### config.mk
export PLATFORM = sky130hd
export DESIGN_NAME = claa_seq_alu
export DESIGN_NICKNAME = d
export VERILOG_FILES = /design/src/rtl/claa_pkg.sv /design/src/rtl/claa_seq_alu_claa.sv /design/src/rtl/claa_seq_alu.sv
export SDC_FILE = /design/constraint.sdc
export NUM_CORES = 1
export LEC_CHECK = 0
export CORE_ASPECT_RATIO = 0.7
export CORE_MARGIN = 4
export CORE_UTILIZATION = 45
export DETAILED_ROUTE_END_ITERATION = 12
export PLACE_DENSITY = 0.8
export SLEW_MARGIN = 5
export SYNTH_ARGS = -nofsm -noshare
export SYNTH_HDL_FRONTEND = slang
export SYNTH_HIERARCHICAL = 1
export SYNTH_SLANG_ARGS = --single-unit
### constraint.sdc
create_clock -name clk_i -period 3.9 [get_ports clk_i]
set_clock_uncertainty 0.05 [all_clocks]
set_input_delay 1.17 -clock clk_i [delete_from_list [all_inputs] [get_ports clk_i]]
set_output_delay 1.17 -clock clk_i [all_outputs]
set_load 0.02 [all_outputs]
### src/rtl/claa_pkg.sv
// Shared types for the sequential CLAA adder/subtractor.
package claa_pkg;

    typedef enum logic [1:0] {
        OP_ADD = 2'd0,
        OP_SUB = 2'd1,
        OP_ADC = 2'd2,
        OP_SBB = 2'd3
    } op_t;

    typedef enum logic [1:0] {
        IDLE,
        RUN,
        DONE
    } state_t;

endpackage

### src/rtl/claa_seq_alu_claa.sv
// Combinational carry-lookahead adder; also exports group propagate/generate.
module claa #(
    parameter int WORD_WIDTH = 8
) (
    input  logic [WORD_WIDTH-1:0] a_i,
    input  logic [WORD_WIDTH-1:0] b_i,
    input  logic                  c_i,
    output logic [WORD_WIDTH-1:0] s_o,
    output logic                  c_o,
    output logic                  p_o,
    output logic                  g_o
);

    logic [WORD_WIDTH-1:0] w_p;
    logic [WORD_WIDTH-1:0] w_g;
    logic [WORD_WIDTH:0]   w_c;
    logic                  w_gen;

    assign w_p = a_i ^ b_i;
    assign w_g = a_i & b_i;

    // Each carry is the flattened sum-of-products of generate/propagate terms.
    always_comb begin
        logic v_prop;
        logic v_gen;
        logic v_term;
        w_c    = '0;
        w_c[0] = c_i;
        v_gen  = 1'b0;
        for (int unsigned i = 0; i < WORD_WIDTH; i++) begin
            v_prop = 1'b1;
            for (int unsigned k = 0; k <= i; k++) begin
                v_prop = v_prop & w_p[k];
            end
            v_gen = 1'b0;
            for (int unsigned j = 0; j <= i; j++) begin
                v_term = w_g[j];
                for (int unsigned k = j + 1; k <= i; k++) begin
                    v_term = v_term & w_p[k];
                end
                v_gen = v_gen | v_term;
            end
            w_c[i+1] = v_gen | (v_prop & c_i);
        end
        w_gen = v_gen;
    end

    assign s_o = w_p ^ w_c[WORD_WIDTH-1:0];
    assign c_o = w_c[WORD_WIDTH];
    assign p_o = &w_p;
    assign g_o = w_gen;

endmodule

### src/rtl/claa_seq_alu.sv
// Multi-cycle wide add/subtract: one CHUNK_WIDTH slice per cycle through a
// single CLAA, carry registered between slices, result and flags behind valid/ready.
module claa_seq_alu
    import claa_pkg::*;
#(
    parameter int WORD_WIDTH  = 32,
    parameter int CHUNK_WIDTH = 8
) (
    input  logic                  clk_i,
    input  logic                  rst_n_i,
    input  logic                  valid_i,
    output logic                  ready_o,
    input  op_t                   op_i,
    input  logic                  c_i,
    input  logic [WORD_WIDTH-1:0] a_i,
    input  logic [WORD_WIDTH-1:0] b_i,
    output logic                  valid_o,
    input  logic                  ready_i,
    output logic [WORD_WIDTH-1:0] r_o,
    output logic                  c_o,
    output logic                  v_o,
    output logic                  z_o,
    output logic                  n_o
);

    localparam int N_CHUNKS = WORD_WIDTH / CHUNK_WIDTH;
    localparam int IDX_W    = (N_CHUNKS > 1) ? $clog2(N_CHUNKS) : 1;
    localparam logic [IDX_W-1:0] LAST_IDX = IDX_W'(N_CHUNKS - 1);

    if ((WORD_WIDTH % CHUNK_WIDTH) != 0) begin : g_bad_width
        $error("claa_seq_alu: WORD_WIDTH must be a multiple of CHUNK_WIDTH");
    end
    if (WORD_WIDTH < 2) begin : g_bad_word
        $error("claa_seq_alu: WORD_WIDTH must be at least 2");
    end

    state_t                 r_state;
    logic [WORD_WIDTH-1:0]  r_a;
    logic [WORD_WIDTH-1:0]  r_b;
    logic                   r_carry;
    logic [IDX_W-1:0]       r_idx;
    logic [WORD_WIDTH-1:0]  r_res;
    logic                   r_ready;
    logic                   r_valid;
    logic [WORD_WIDTH-1:0]  r_out;
    logic                   r_c;
    logic                   r_v;
    logic                   r_z;
    logic                   r_n;

    logic [CHUNK_WIDTH-1:0] w_a_sl;
    logic [CHUNK_WIDTH-1:0] w_b_sl;
    logic [CHUNK_WIDTH-1:0] w_sum;
    logic                   w_c_out;
    logic                   w_c_msb;
    logic [WORD_WIDTH-1:0]  w_res_next;
    logic                   w_b_inv;
    logic                   w_c_init;

    assign w_a_sl = r_a[r_idx*CHUNK_WIDTH +: CHUNK_WIDTH];
    assign w_b_sl = r_b[r_idx*CHUNK_WIDTH +: CHUNK_WIDTH];

    claa #(
        .WORD_WIDTH(CHUNK_WIDTH)
    ) u_claa (
        .a_i(w_a_sl),
        .b_i(w_b_sl),
        .c_i(r_carry),
        .s_o(w_sum),
        .c_o(w_c_out),
        .p_o(),
        .g_o()
    );

    // Carry into the top bit of the slice, recovered from its sum bit; on the
    // last slice this is the word's MSB carry-in used for overflow.
    assign w_c_msb = w_sum[CHUNK_WIDTH-1] ^ w_a_sl[CHUNK_WIDTH-1] ^ w_b_sl[CHUNK_WIDTH-1];

    always_comb begin
        w_res_next = r_res;
        w_res_next[r_idx*CHUNK_WIDTH +: CHUNK_WIDTH] = w_sum;
    end

    assign w_b_inv = (op_i == OP_SUB) || (op_i == OP_SBB);

    always_comb begin
        w_c_init = 1'b0;
        case (op_i)
            OP_ADD:  w_c_init = 1'b0;
            OP_SUB:  w_c_init = 1'b1;
            OP_ADC:  w_c_init = c_i;
            OP_SBB:  w_c_init = c_i;
            default: w_c_init = 1'b0;
        endcase
    end

    always_ff @(posedge clk_i) begin
        if (!rst_n_i) begin
            r_state <= IDLE;
            r_a     <= '0;
            r_b     <= '0;
            r_carry <= 1'b0;
            r_idx   <= '0;
            r_res   <= '0;
            r_ready <= 1'b1;
            r_valid <= 1'b0;
            r_out   <= '0;
            r_c     <= 1'b0;
            r_v     <= 1'b0;
            r_z     <= 1'b0;
            r_n     <= 1'b0;
        end else begin
            case (r_state)
                IDLE: begin
                    if (valid_i) begin
                        r_a     <= a_i;
                        r_b     <= w_b_inv ? ~b_i : b_i;
                        r_carry <= w_c_init;
                        r_idx   <= '0;
                        r_res   <= '0;
                        r_ready <= 1'b0;
                        r_state <= RUN;
                    end
                end
                RUN: begin
                    r_res   <= w_res_next;
                    r_carry <= w_c_out;
                    if (r_idx == LAST_IDX) begin
                        r_out   <= w_res_next;
                        r_c     <= w_c_out;
                        r_v     <= w_c_msb ^ w_c_out;
                        r_z     <= (w_res_next == '0);
                        r_n     <= w_res_next[WORD_WIDTH-1];
                        r_valid <= 1'b1;
                        r_state <= DONE;
                    end else begin
                        r_idx <= r_idx + IDX_W'(1);
                    end
                end
                DONE: begin
                    if (ready_i) begin
                        r_valid <= 1'b0;
                        r_ready <= 1'b1;
                        r_state <= IDLE;
                    end
                end
                default: begin
                    r_valid <= 1'b0;
                    r_ready <= 1'b1;
                    r_state <= IDLE;
                end
            endcase
        end
    end

    assign ready_o = r_ready;
    assign valid_o = r_valid;
    assign r_o     = r_out;
    assign c_o     = r_c;
    assign v_o     = r_v;
    assign z_o     = r_z;
    assign n_o     = r_n;

endmodule

After elaboration in Yosys (flattened, before gate mapping):

Cells that the tools add are included.

* reductions and logical operators: 13
* bitwise gates (word level): 88
* muxes and demuxes: 20
* shift operators: 4
* add/subtract/negate cells: 2
* eq/ne operators: 10

Operators with widths (count)
* $mux 32: 2
* $pmux 32 s2: 1
* $shiftx 32x6->8: 2
* $and 1x1->1: 43
* $or 1x1->1: 36
* $neg 5->34: 1
* $shift 8x34->32 const A: 1
* $shiftx 8x34->32: 1
* $bwmux 32: 1
* $logic_not 32->1: 1
* $not 32->32: 1
* $xor 8x8->8: 2
* $reduce_and 3->1: 4
* $mux 2: 5
* $pmux 1 s3: 3
* $and 8x8->8: 1
* $eq 2x2->1 const B: 4
* $ne 2x2->1 const B: 4
* $pmux 2 s3: 1
* $reduce_and 2->1: 3
* $mux 1: 5
* $eq 2x1->1 const B: 2
* $logic_not 2->1: 2
* $pmux 2 s2: 1
* 7 further kinds: 10

* logic and storage cells: 150
* output and inout bits: 38
* bits of input ports: 71
* bits in registers: 139

Longest topological paths before layout:

Gate-level depths: netlist of the first run.

* depth after elaboration: 19
* gate-level depth with buffers: 14
* depth with buffers taken out: 11

Modules after synthesis:

The synthesis of the first run kept the hierarchy.

By module, submodules not included
* claa_seq_alu: area each 6431.2 µm², instances 1, cells each 703
* claa: area each 419.2 µm², instances 1, cells each 53

Worst setup path after synthesis of the first run:

OpenSTA, ideal clock, no wires.

* kind: register to register
* start: register r_idx[0]
* end: register r_z, in the netlist z_o
* arrival: 3.694 ns
* clock period less this slack: 3.831 ns
* library setup time: 0.087 ns
* path buffers: 2
* stages on the path, launching flop included: 13
* path slack: 0.069 ns
* data required time: 3.763 ns
* path through: dfxtp_1 buf_2 buf_2 mux4_2 ha_1 a41oi_2 o21ai_2 a311oi_2 xnor2_1 a32oi_2 nand4_1 or4_1 o31ai_1

RTL lines
* start, declared: RTL line claa_seq_alu.sv:41 `logic [IDX_W-1:0] r_idx;`
* start signal, assigned: RTL line claa_seq_alu.sv:137 `r_idx <= r_idx + IDX_W'(1);`
* $shiftx 32x6->8 (*): RTL line claa_seq_alu.sv:60 `assign w_a_sl = r_a[r_idx*CHUNK_WIDTH +: CHUNK_WIDTH];`
* named net w_a_sl[1]: RTL line claa_seq_alu.sv:51 `logic [CHUNK_WIDTH-1:0] w_a_sl;`
* $xor 8x8->8: RTL line claa_seq_alu_claa.sv:19 `assign w_p = a_i ^ b_i;`
* $and 1x1->1 (4 in a row): RTL line claa_seq_alu_claa.sv:39 `v_term = v_term & w_p[k];`
* $or 1x1->1 (4 in a row): RTL line claa_seq_alu_claa.sv:41 `v_gen = v_gen | v_term;`
* $or 1x1->1 (*): RTL line claa_seq_alu_claa.sv:43 `w_c[i+1] = v_gen | (v_prop & c_i);`
* $xor 8x8->8 (*): RTL line claa_seq_alu_claa.sv:48 `assign s_o = w_p ^ w_c[WORD_WIDTH-1:0];`
* named net w_sum[5]: RTL line claa_seq_alu.sv:53 `logic [CHUNK_WIDTH-1:0] w_sum;`
* $shiftx 8x34->32 (*): RTL line claa_seq_alu.sv:81 `w_res_next[r_idx*CHUNK_WIDTH +: CHUNK_WIDTH] = w_sum;`
* $bwmux 32 (*): RTL line claa_seq_alu.sv:81
* $logic_not 32->1 (*): RTL line claa_seq_alu.sv:132 `r_z <= (w_res_next == '0);`
* end signal, assigned: RTL line claa_seq_alu.sv:132
* end, declared: RTL line claa_seq_alu.sv:48 `logic r_z;`

Mark *: on every way through the listed nets, which the timed path passes. The rest lies on a longest branch.
A chain may end at the register's enable or synchronous reset.

Final worst setup path of the first run:

* start: register r_idx[0]
* end: register r_z, in the netlist z_o

RTL lines (RTL line)
* $shiftx 32x6->8 (*): claa_seq_alu.sv:60
* named net w_a_sl[4]: claa_seq_alu.sv:51
* $xor 8x8->8: claa_seq_alu_claa.sv:19
* $and 1x1->1: claa_seq_alu_claa.sv:39
* $or 1x1->1 (4 in a row): claa_seq_alu_claa.sv:41
* $or 1x1->1 (*): claa_seq_alu_claa.sv:43
* $xor 8x8->8 (*): claa_seq_alu_claa.sv:48
* named net w_sum[5]: claa_seq_alu.sv:53
* $shiftx 8x34->32 (*): claa_seq_alu.sv:81
* $bwmux 32 (*): claa_seq_alu.sv:81
* $logic_not 32->1 (*): claa_seq_alu.sv:132

Marked as above.

==> flow_metrics.py, run 1 <==
metrics = {
    "min_path": {
        "min_to": "r_a[27]",
        "hp-start": "r_a[27]",
        "worstHoldPathType": "reg -> reg",
        "worstHoldPathCells": 2,
    },
    "sta": {
        "slew_headroom_pct": 41.1,
        "holdWs_ns": 0.413,
        "rsz0062_at_grt": "false",
        "finalSetupViolCount": 0,
        "max_freq_ghz": 0.267,
        "slew_viol_final": 0,
        "hold_violations": 0,
        "timing.final.crit_period_ns": 3.74,
        "timing.setup.tns_ns": 0,
        "tightest_slew_ns": 0.884,
        "finalCritPeriodShare_pct": 95.9,
    },
    "layout": {
        "diodes": 0,
        "nets": 923,
        "stdcell_area_mm2": 0.00867,
        "final_common_cell": "nand2_1",
        "drive_gt1_share_pct": 9.42,
        "final_cells": 1044,
        "layout_common_cells": "139 x nand2_1, 136 x dfxtp_1, 106 x clkdlybuf4s50_1",
        "area_delta_synth_final_pct": 26.6,
    },
    "synthesis": {
        "dominantRegCellSynth": "dfxtp_1",
        "ys_ff_latch": 138,
        "synth_cells": 756,
        "postSynth.asyncResetShare_pct": 0,
        "synthAdderAreaFrac_pct": 2.85,
        "yosys_warnings": 6,
        "seq_area_frac_synth_pct": 40.3,
        "synth_area_mm2": 0.00685,
        "synthMuxAreaShare_pct": 5.72,
        "syn_nets": 842,
        "synth_top_family_by_area": "compound AO/OA/AOI/OAI gates",
        "synth_compound_area_share_pct": 21.7,
        "syn_area_per_cell_um2": 9.06,
        "yosysUniqueCellTypes": 54,
        "synth-simple-area-share_pct": 19.7,
        "synth-edff-count": 0,
        "synthXorXnorAreaFrac_pct": 5.24,
    },
    "clock_network": {
        "cts_made_buffers": 17,
        "tritoncts": "done",
        "clock_sinks": 138,
        "htree_num_levels": 4,
        "cts_buffer_depth": 2,
        "root_buffer": "clkbuf_16",
        "clk_latency_ns": 0.41,
        "clk_pin_slew_ns": 0.06,
    },
    "die": {
        "io_pins": 109,
        "die_area_mm2": 0.0173,
        "fp.dieW_um": 155,
        "fp-row-count": 37,
        "fp.dieH_um": 111,
        "initial_core_util_pct": 46.2,
        "core_mm2": 0.0148,
    },
    "route": {
        "wire_per_inst_um": 17.0,
        "num_vias": 5846,
        "drt_first_pass_iters": 5,
        "via_per_inst": 5.60,
        "drcViolationCount": 0,
        "routed_wl_um": 17800,
        "final_antenna_net_count": 0,
        "drt-initial-drc-count": 416,
    },
    "place": {
        "dp.cells": 1013,
        "dp_hpwl_um": 12400,
        "placed_area_mm2": 0.00807,
        "place.gp.congestion": 0.920,
        "io_buffers": 108,
    },
    "global_route": {
        "grt_pass1_vias": 5306,
        "grt_pass1_wl_um": 28500,
        "track_usage_pct": 20.3,
        "grt_start_max_net_pins": 63,
        "antenna_found_initial": 0,
        "grt_overflow": 0,
    },
    "pwr": {
        "leakage_nw": 3.77,
        "ir_drop_mv": 0.242,
        "power-per-cell-area_mw_per_mm2": 427,
    },
    "critical_path": {
        "critPathKind": "reg -> reg",
        "r2r-end": "z_o",
        "start_kind": "flip-flop",
        "worstReg2RegStart": "r_idx[0]",
        "rrSetupSlack_ns": 0.16,
        "crit_arrival_ns": 4.02,
        "required_ns": 4.18,
        "r2r_cells": 10,
        "end_kind": "flip-flop",
        "crit_fanout": 15,
    },
    "flow_run": {
        "maxCapViolations": 0,
    },
    "outcome": {
        "status": "finished clean",
    },
}
-- worst max-delay path, stage by stage (launching register included) --
cell	delay [ns]
dfxtp_2	0.48
buf_6	0.25
mux4_2	0.53
ha_1	0.41
and2_1	0.20
a311oi_2	0.29
xnor2_1	0.26
a31oi_1	0.31
nand4_1	0.13
or4_1	0.52
o31ai_1	0.20
-- final cells by class --
class	count	area, µm²
repair buffers	125	1230
clock buffers	19	443
well taps	195	244
clock inverters	12	150
inverters	12	45.0
flip-flops and latches	138	2770
fillers	1270	6140
multi-input cells	543	3790
-- flip-flops by register name (all words and copies together), names as in the netlist, 2 cells and up --
| register | count |
|---|---|
| r_idx | 2 |
| r_state | 2 |
| r_o | 32 |
| r_a | 32 |
| r_b | 32 |
| r_res | 32 |
-- where the power goes --
group          total (mW)  internal, mW  switching (mW)
Combinational       0.563         0.254           0.309
Clock                1.63          1.01           0.611
Sequential           1.51          1.47          0.0423
Total                3.70          2.74           0.962
-- Yosys cell counts (6+ instances only) --
master | count | share of area [%]
nor3b_1 | 7 | 0.77
dfxtp_1 | 138 | 40
clkbuf_1 | 44 | 2.4
nor2b_1 | 24 | 2.2
a21oi_1 | 10 | 0.73
ha_1 | 14 | 2.6
mux4_2 | 16 | 5.3
and2_1 | 30 | 2.7
xnor2_1 | 40 | 5.1
a31oi_1 | 15 | 1.4
a21boi_0 | 38 | 4.2
nand3_1 | 38 | 2.8
a22oi_1 | 11 | 1.2
nor2_1 | 20 | 1.1
o211a_1 | 61 | 8.9
buf_2 | 10 | 0.73
o21ai_0 | 31 | 2.3
inv_1 | 12 | 0.66
nand2_1 | 139 | 7.6
buf_1 | 6 | 0.33
-- how the worst max path moves through the flow --
stage	start	end	slack, ns
final	r_idx[0]	z_o	0.16
after CTS	r_idx[1]	z_o	0.09
after global routing	r_idx[0]	z_o	0.02
after global placement	r_idx[0]	z_o	0.17
after floorplan	r_idx[0]	z_o	0.07
after detailed placement	r_idx[0]	z_o	0.04
-- through the flow --
| stage | setup slack, ns | power, mW | utilization, % |
|---|---|---|---|
| global route | 0.0205 | 3.84 | 58.5 |
| CTS | 0.0895 | 3.71 | 58.5 |
| detailed placement | 0.0410 | 2.09 | 54.5 |
| finish | 0.159 | 3.70 | 58.5 |
| floorplan | 0.0685 | 1.89 | - |
| global placement | 0.168 | 2.08 | 54.5 |
-- timing repair --
action	4_1_cts	5_1_grt
hold buffers	0	0
resized for setup	1	2
endpoints found under the setup margin	1	1
setup buffers	0	0
-- logic make-up (layout without fill, tap and decap cells) --
family | after synthesis | in the layout
flops | 138 | 138
compound gates | 187 | 187
simple gates | 281 | 281
buf+inv | 75 | 168
fa+ha+maj | 15 | 15
mux | 19 | 19
xor+xnor | 41 | 41
-- routing by layer --
layer | track usage [%] | wire length (µm) | part of all wire [%]
met5 | 0 | 0 | 0
met4 | 6.41 | 288 | 1.6
met3 | 4.14 | 1510 | 8.5
met2 | 27.2 | 7140 | 40
met1 | 32.1 | 8810 | 50
Power figures use the tool's default switching activity.
==> run 2: changes to the inputs <==
--- a/config.mk
+++ b/config.mk
@@ -9,7 +9,7 @@
 export CORE_MARGIN = 4
 export CORE_UTILIZATION = 45
 export DETAILED_ROUTE_END_ITERATION = 12
-export PLACE_DENSITY = 0.8
+export PLACE_DENSITY = 0.77
 export SLEW_MARGIN = 5
 export SYNTH_ARGS = -nofsm -noshare
 export SYNTH_HDL_FRONTEND = slang
==> constraint.sdc (replaced) <==
create_clock -name clk_i -period 4.3 [get_ports clk_i]
set_clock_uncertainty 0.05 [all_clocks]
set_input_delay 1.29 -clock clk_i [delete_from_list [all_inputs] [get_ports clk_i]]
set_output_delay 1.29 -clock clk_i [all_outputs]
set_load 0.02 [all_outputs]
==> run 2 against run 1 <==
Effect of this change: cell count down 0.29%; critical path type unchanged; total power down 8.2%; sequential power is 9% lower; critical endpoint unchanged; die area did not move; highest routed layer unchanged; setup slack improved by 0.19 ns.
==> flow_metrics.py, run 2 (synthesis results as in run 1) <==
metrics = {
    "die": {
        "die_area_mm2": 0.0173,
        "fp-row-count": 37,
        "fp.dieH_um": 111,
        "initial_core_util_pct": 46.2,
        "io_pins": 109,
        "core_mm2": 0.0148,
        "fp.dieW_um": 155,
    },
    "route": {
        "routed_wl_um": 17300,
        "drt_first_pass_iters": 5,
        "final_antenna_net_count": 0,
        "via_per_inst": 5.60,
        "num_vias": 5828,
        "drt-initial-drc-count": 528,
        "wire_per_inst_um": 16.6,
        "drcViolationCount": 0,
    },
    "clock_network": {
        "post_cts_buffers": 0,
        "tritoncts": "done",
        "cts_hold_buffers": 0,
        "clk_latency_ns": 0.41,
        "clk_pin_slew_ns": 0.06,
        "root_buffer": "clkbuf_16",
        "cts_buffer_depth": 2,
        "htree_num_levels": 4,
        "cts_made_buffers": 17,
        "clock_sinks": 138,
        "ctsResizeCount": 0,
    },
    "min_path": {
        "hp-start": "r_a[15]",
        "worstHoldPathType": "reg -> reg",
    },
    "critical_path": {
        "worstReg2RegStart": "r_idx[0]",
        "crit_arrival_ns": 4.23,
        "cpMaxStageDelayCell": "dfxtp_1",
        "cp_slowest_stage_delay_ns": 0.70,
        "cp_cell_sequence": "mux4_2, ha_1, inv_1, o21ai_2, a21oi_1, xnor2_1, a31oi_1, nand3_1, or4_1, o31ai_1",
        "required_ns": 4.58,
        "end_kind": "flip-flop",
        "crit_start": "r_idx[0]",
        "critPathKind": "reg -> reg",
        "start_kind": "flip-flop",
        "crit_fanout": 10,
    },
    "layout": {
        "final_common_cell": "nand2_1",
        "diodes": 0,
        "area_delta_synth_final_pct": 26.3,
        "final_cells": 1041,
        "fin_util_pct": 58.4,
        "fill_cells": 1283,
        "drive_gt1_share_pct": 8.87,
        "layout_common_cells": "139 x nand2_1, 138 x dfxtp_1, 106 x clkdlybuf4s50_1",
        "stdcell_area_mm2": 0.00865,
        "nets": 919,
    },
    "pwr": {
        "total_power_mw": 3.40,
        "leakage_nw": 3.77,
        "power-per-cell-area_mw_per_mm2": 392,
        "ir_drop_mv": 0.220,
    },
    "sta": {
        "max_freq_ghz": 0.253,
        "timing.final.crit_period_ns": 3.95,
        "setup_ws_ns": 0.350,
        "finalSetupViolCount": 0,
        "timing.setup.tns_ns": 0,
        "slew_viol_final": 0,
        "rsz0062_at_grt": "false",
        "tightest_slew_ns": 1.10,
        "holdWs_ns": 0.416,
        "slew_headroom_pct": 26.3,
        "finalCritPeriodShare_pct": 91.9,
        "hold_violations": 0,
    },
    "flow_run": {
        "maxCapViolations": 0,
    },
    "place": {
        "dp.cells": 1009,
        "dpl_worst_slack_ns": 0.398,
        "io_buffers": 108,
        "placed_area_mm2": 0.00803,
        "dp_hpwl_um": 12100,
        "place.gp.congestion": 0.932,
    },
    "global_route": {
        "grt_pass1_vias": 5301,
        "grt_start_max_net_pins": 67,
        "track_usage_pct": 19.4,
        "antenna_found_initial": 0,
        "grt_overflow": 0,
        "grt_pass1_wl_um": 27500,
    },
    "outcome": {
        "status": "finished clean",
    },
}
## run 2: final timing paths
path         cells after the start  slack (ns)  endpoint
max                             10        0.35       z_o
min                              2        0.42   r_a[15]
max reg2reg                     10        0.35       z_o
min reg2reg                      2        0.42   r_a[15]
## run 2: cell type report
| type | count | area, µm² | share of cell area (%) |
|---|---|---|---|
| Multi-Input combinational cell | 543 | 3790 | 43.8 |
| Sequential cell | 138 | 2760 | 31.9 |
| Timing Repair Buffer | 121 | 1180 | 13.7 |
| Clock buffer | 22 | 484 | 5.60 |
| Tap cell | 195 | 244 | 2.82 |
| Clock inverter | 10 | 139 | 1.61 |
| Inverter | 12 | 45.0 | 0.521 |
## run 2: routing by layer
metal | GRT usage, % | share of wire [%] | vias up
met3 | 5.31 | 8.9 | 9
met5 | 0 | 0 | -
met1 | 30.8 | 50 | 2737
met4 | 3.67 | 0.48 | 0
met2 | 26.1 | 40 | 257
li1 | - | - | 2825
## run 2: where the power goes
group	internal [mW]	total, mW	switching [mW]
Clock	0.975	1.53	0.554
Combinational	0.224	0.498	0.274
Sequential	1.33	1.37	0.0376
Total	2.53	3.40	0.865
## run 2: worst max-delay path: cells and delay by family (launching register included)
| family | cells | cell delay, ns |
|---|---|---|
| compound gates | 4 | 1.02 |
| xor+xnor | 1 | 0.29 |
| fa+ha+maj | 1 | 0.42 |
| buf+inv | 1 | 0.08 |
| flops | 1 | 0.70 |
| mux | 1 | 0.62 |
| simple gates | 2 | 0.68 |
==> run 3: changes to the inputs <==
--- a/config.mk
+++ b/config.mk
@@ -8,7 +8,9 @@
 export CORE_ASPECT_RATIO = 0.7
 export CORE_MARGIN = 4
 export CORE_UTILIZATION = 45
+export CTS_BUF_LIST = sky130_fd_sc_hd__clkbuf_8
 export DETAILED_ROUTE_END_ITERATION = 12
+export MAX_ROUTING_LAYER = met4
 export PLACE_DENSITY = 0.77
 export SLEW_MARGIN = 5
 export SYNTH_ARGS = -nofsm -noshare
==> run 3 against run 2 <==
Effect of this change: first-iteration DRC count is 5.1% lower; critical path depth stayed put; critical endpoint unchanged; register-to-register slack better by 0.03 ns; fmax is 0.65% higher; largest cell class unchanged; routed wire length is 2.0% lower; setup slack better by 0.026 ns.
==> flow_metrics.py, run 3 (synthesis results as in run 1) <==
metrics = {
    "critical_path": {
        "cp_cell_sequence": "mux4_2, ha_1, a41oi_2, o21ai_2, a311oi_2, xnor2_1, a31oi_1, nand4_1, or4_1, o31ai_1",
        "crit_arrival_ns": 4.23,
        "critPathKind": "reg -> reg",
        "end_kind": "flip-flop",
        "cp_slowest_stage_delay_ns": 0.69,
        "crit_start": "r_idx[0]",
        "critPathCapture": "z_o",
        "start_kind": "flip-flop",
        "crit_fanout": 10,
        "required_ns": 4.61,
        "r2r-end": "z_o",
        "r2r_cells": 10,
        "worstReg2RegStart": "r_idx[0]",
        "rrSetupSlack_ns": 0.38,
        "cpMaxStageDelayCell": "dfxtp_1",
    },
    "clock_network": {
        "tritoncts": "done",
        "cts_hold_buffers": 0,
        "htree_num_levels": 4,
        "clk_latency_ns": 0.44,
        "root_buffer": "clkbuf_8",
        "clock_sinks": 138,
        "post_cts_buffers": 0,
        "clk_pin_slew_ns": 0.08,
        "ctsResizeCount": 0,
        "cts_buffer_depth": 2,
        "cts_made_buffers": 17,
    },
    "sta": {
        "max_freq_ghz": 0.255,
        "rsz0062_at_grt": "false",
        "finalCritPeriodShare_pct": 91.3,
        "setup_ws_ns": 0.376,
        "slew_viol_final": 0,
        "hold_violations": 0,
        "tightest_slew_ns": 1.07,
        "timing.setup.tns_ns": 0,
        "finalSetupViolCount": 0,
        "slew_headroom_pct": 28.5,
        "timing.final.crit_period_ns": 3.92,
    },
    "global_route": {
        "grt_pass1_vias": 5378,
        "grt_pass1_wl_um": 28000,
        "grt_start_max_net_pins": 72,
        "antenna_found_initial": 0,
        "grt_overflow": 0,
        "track_usage_pct": 20.4,
    },
    "layout": {
        "nets": 919,
        "stdcell_area_mm2": 0.00846,
        "final_common_cell": "nand2_1",
        "area_delta_synth_final_pct": 23.5,
        "drive_gt1_share_pct": 8.63,
        "diodes": 0,
        "layout_common_cells": "139 x nand2_1, 138 x dfxtp_1, 106 x clkdlybuf4s50_1",
        "fin_util_pct": 57.1,
    },
    "pwr": {
        "leakage_nw": 3.69,
        "power-per-cell-area_mw_per_mm2": 354,
        "total_power_mw": 2.99,
        "ir_drop_mv": 0.155,
    },
    "die": {
        "fp-row-count": 37,
        "die_area_mm2": 0.0173,
        "initial_core_util_pct": 46.2,
        "io_pins": 109,
        "fp.dieW_um": 155,
        "fp.dieH_um": 111,
        "core_mm2": 0.0148,
    },
    "place": {
        "placed_area_mm2": 0.00804,
        "place.gp.congestion": 0.959,
        "dpl_worst_slack_ns": 0.426,
        "io_buffers": 108,
        "dp_hpwl_um": 12000,
    },
    "outcome": {
        "status": "finished clean",
    },
    "min_path": {
        "worstHoldPathType": "reg -> reg",
    },
    "route": {
        "drt_first_pass_iters": 5,
        "drt-initial-drc-count": 501,
        "wire_per_inst_um": 16.2,
        "via_per_inst": 5.53,
        "final_antenna_net_count": 0,
        "num_vias": 5759,
        "routed_wl_um": 16900,
        "drcViolationCount": 0,
    },
    "flow_run": {
        "maxCapViolations": 0,
    },
}
[run 3: cell types whose count changed in the layout (fill, tap and decap cells not counted)]
cell,previous run,this run
clkbuf_16,17,0
clkbuf_8,4,17
inv_1,12,15
buf_12,1,2
buf_4,13,12
bufinv_16,3,4
clkbuf_1,1,0
clkinv_2,3,4
clkinv_4,2,3
inv_6,1,0
[run 3: how the worst min path moves through the flow]
| stage | from | endpoint | slack (ns) | cells after the start |
|---|---|---|---|---|
| 2_1_floorplan | r_a[16] | r_a[16] | 0.39 | 2 |
| 3_3_place_gp | r_a[28] | r_a[28] | 0.40 | 2 |
| 3_5_place_dp | r_a[23] | r_a[23] | 0.41 | 2 |
| 4_1_cts | r_a[23] | r_a[23] | 0.42 | 2 |
| 5_1_grt | r_a[14] | r_a[14] | 0.44 | 2 |
| 6_report | r_a[23] | r_a[23] | 0.41 | 2 |
[run 3: area by class of cell]
type | count | area (µm²)
fill | 1305 | 6350
multi-input combinational | 543 | 3790
sequential | 138 | 2760
timing repair buffer | 121 | 1200
tap | 195 | 244
clock buffer | 17 | 234
clock inverter | 15 | 185
inverter | 12 | 45.0
[run 3: metal layers]
metal,share of wire (%),GRT usage (%),vias up
met4,1.2,4.37,0
li1,-,-,2823
met1,52,32.0,2682
met2,38,25.6,230
met5,0,-,-
met3,8.0,5.35,24
[run 3: report_power, final]
group	leakage (nW)	internal [mW]	switching, mW	total, mW
clock network	0.223	0.623	0.507	1.13
registers	1.12	1.33	0.0365	1.37
logic	2.34	0.225	0.273	0.499
[run 3: critical path: cells and delay by family (launching register included)]
family | cells | cell delay [ns]
XOR/XNOR | 1 | 0.25
flip-flops | 1 | 0.69
AND/OR/NAND/NOR | 2 | 0.64
multiplexers | 1 | 0.59
adder cells (fa/ha/maj) | 1 | 0.39
AO/OA/AOI/OAI | 5 | 1.22
[run 3: through the flow]
stage | hold slack [ns] | cells
global route | 0.444 | 1041
floorplan | 0.390 | 756
CTS | 0.417 | 1041
detailed placement | 0.407 | 1009
global placement | 0.403 | 1009
finish | 0.414 | 1041
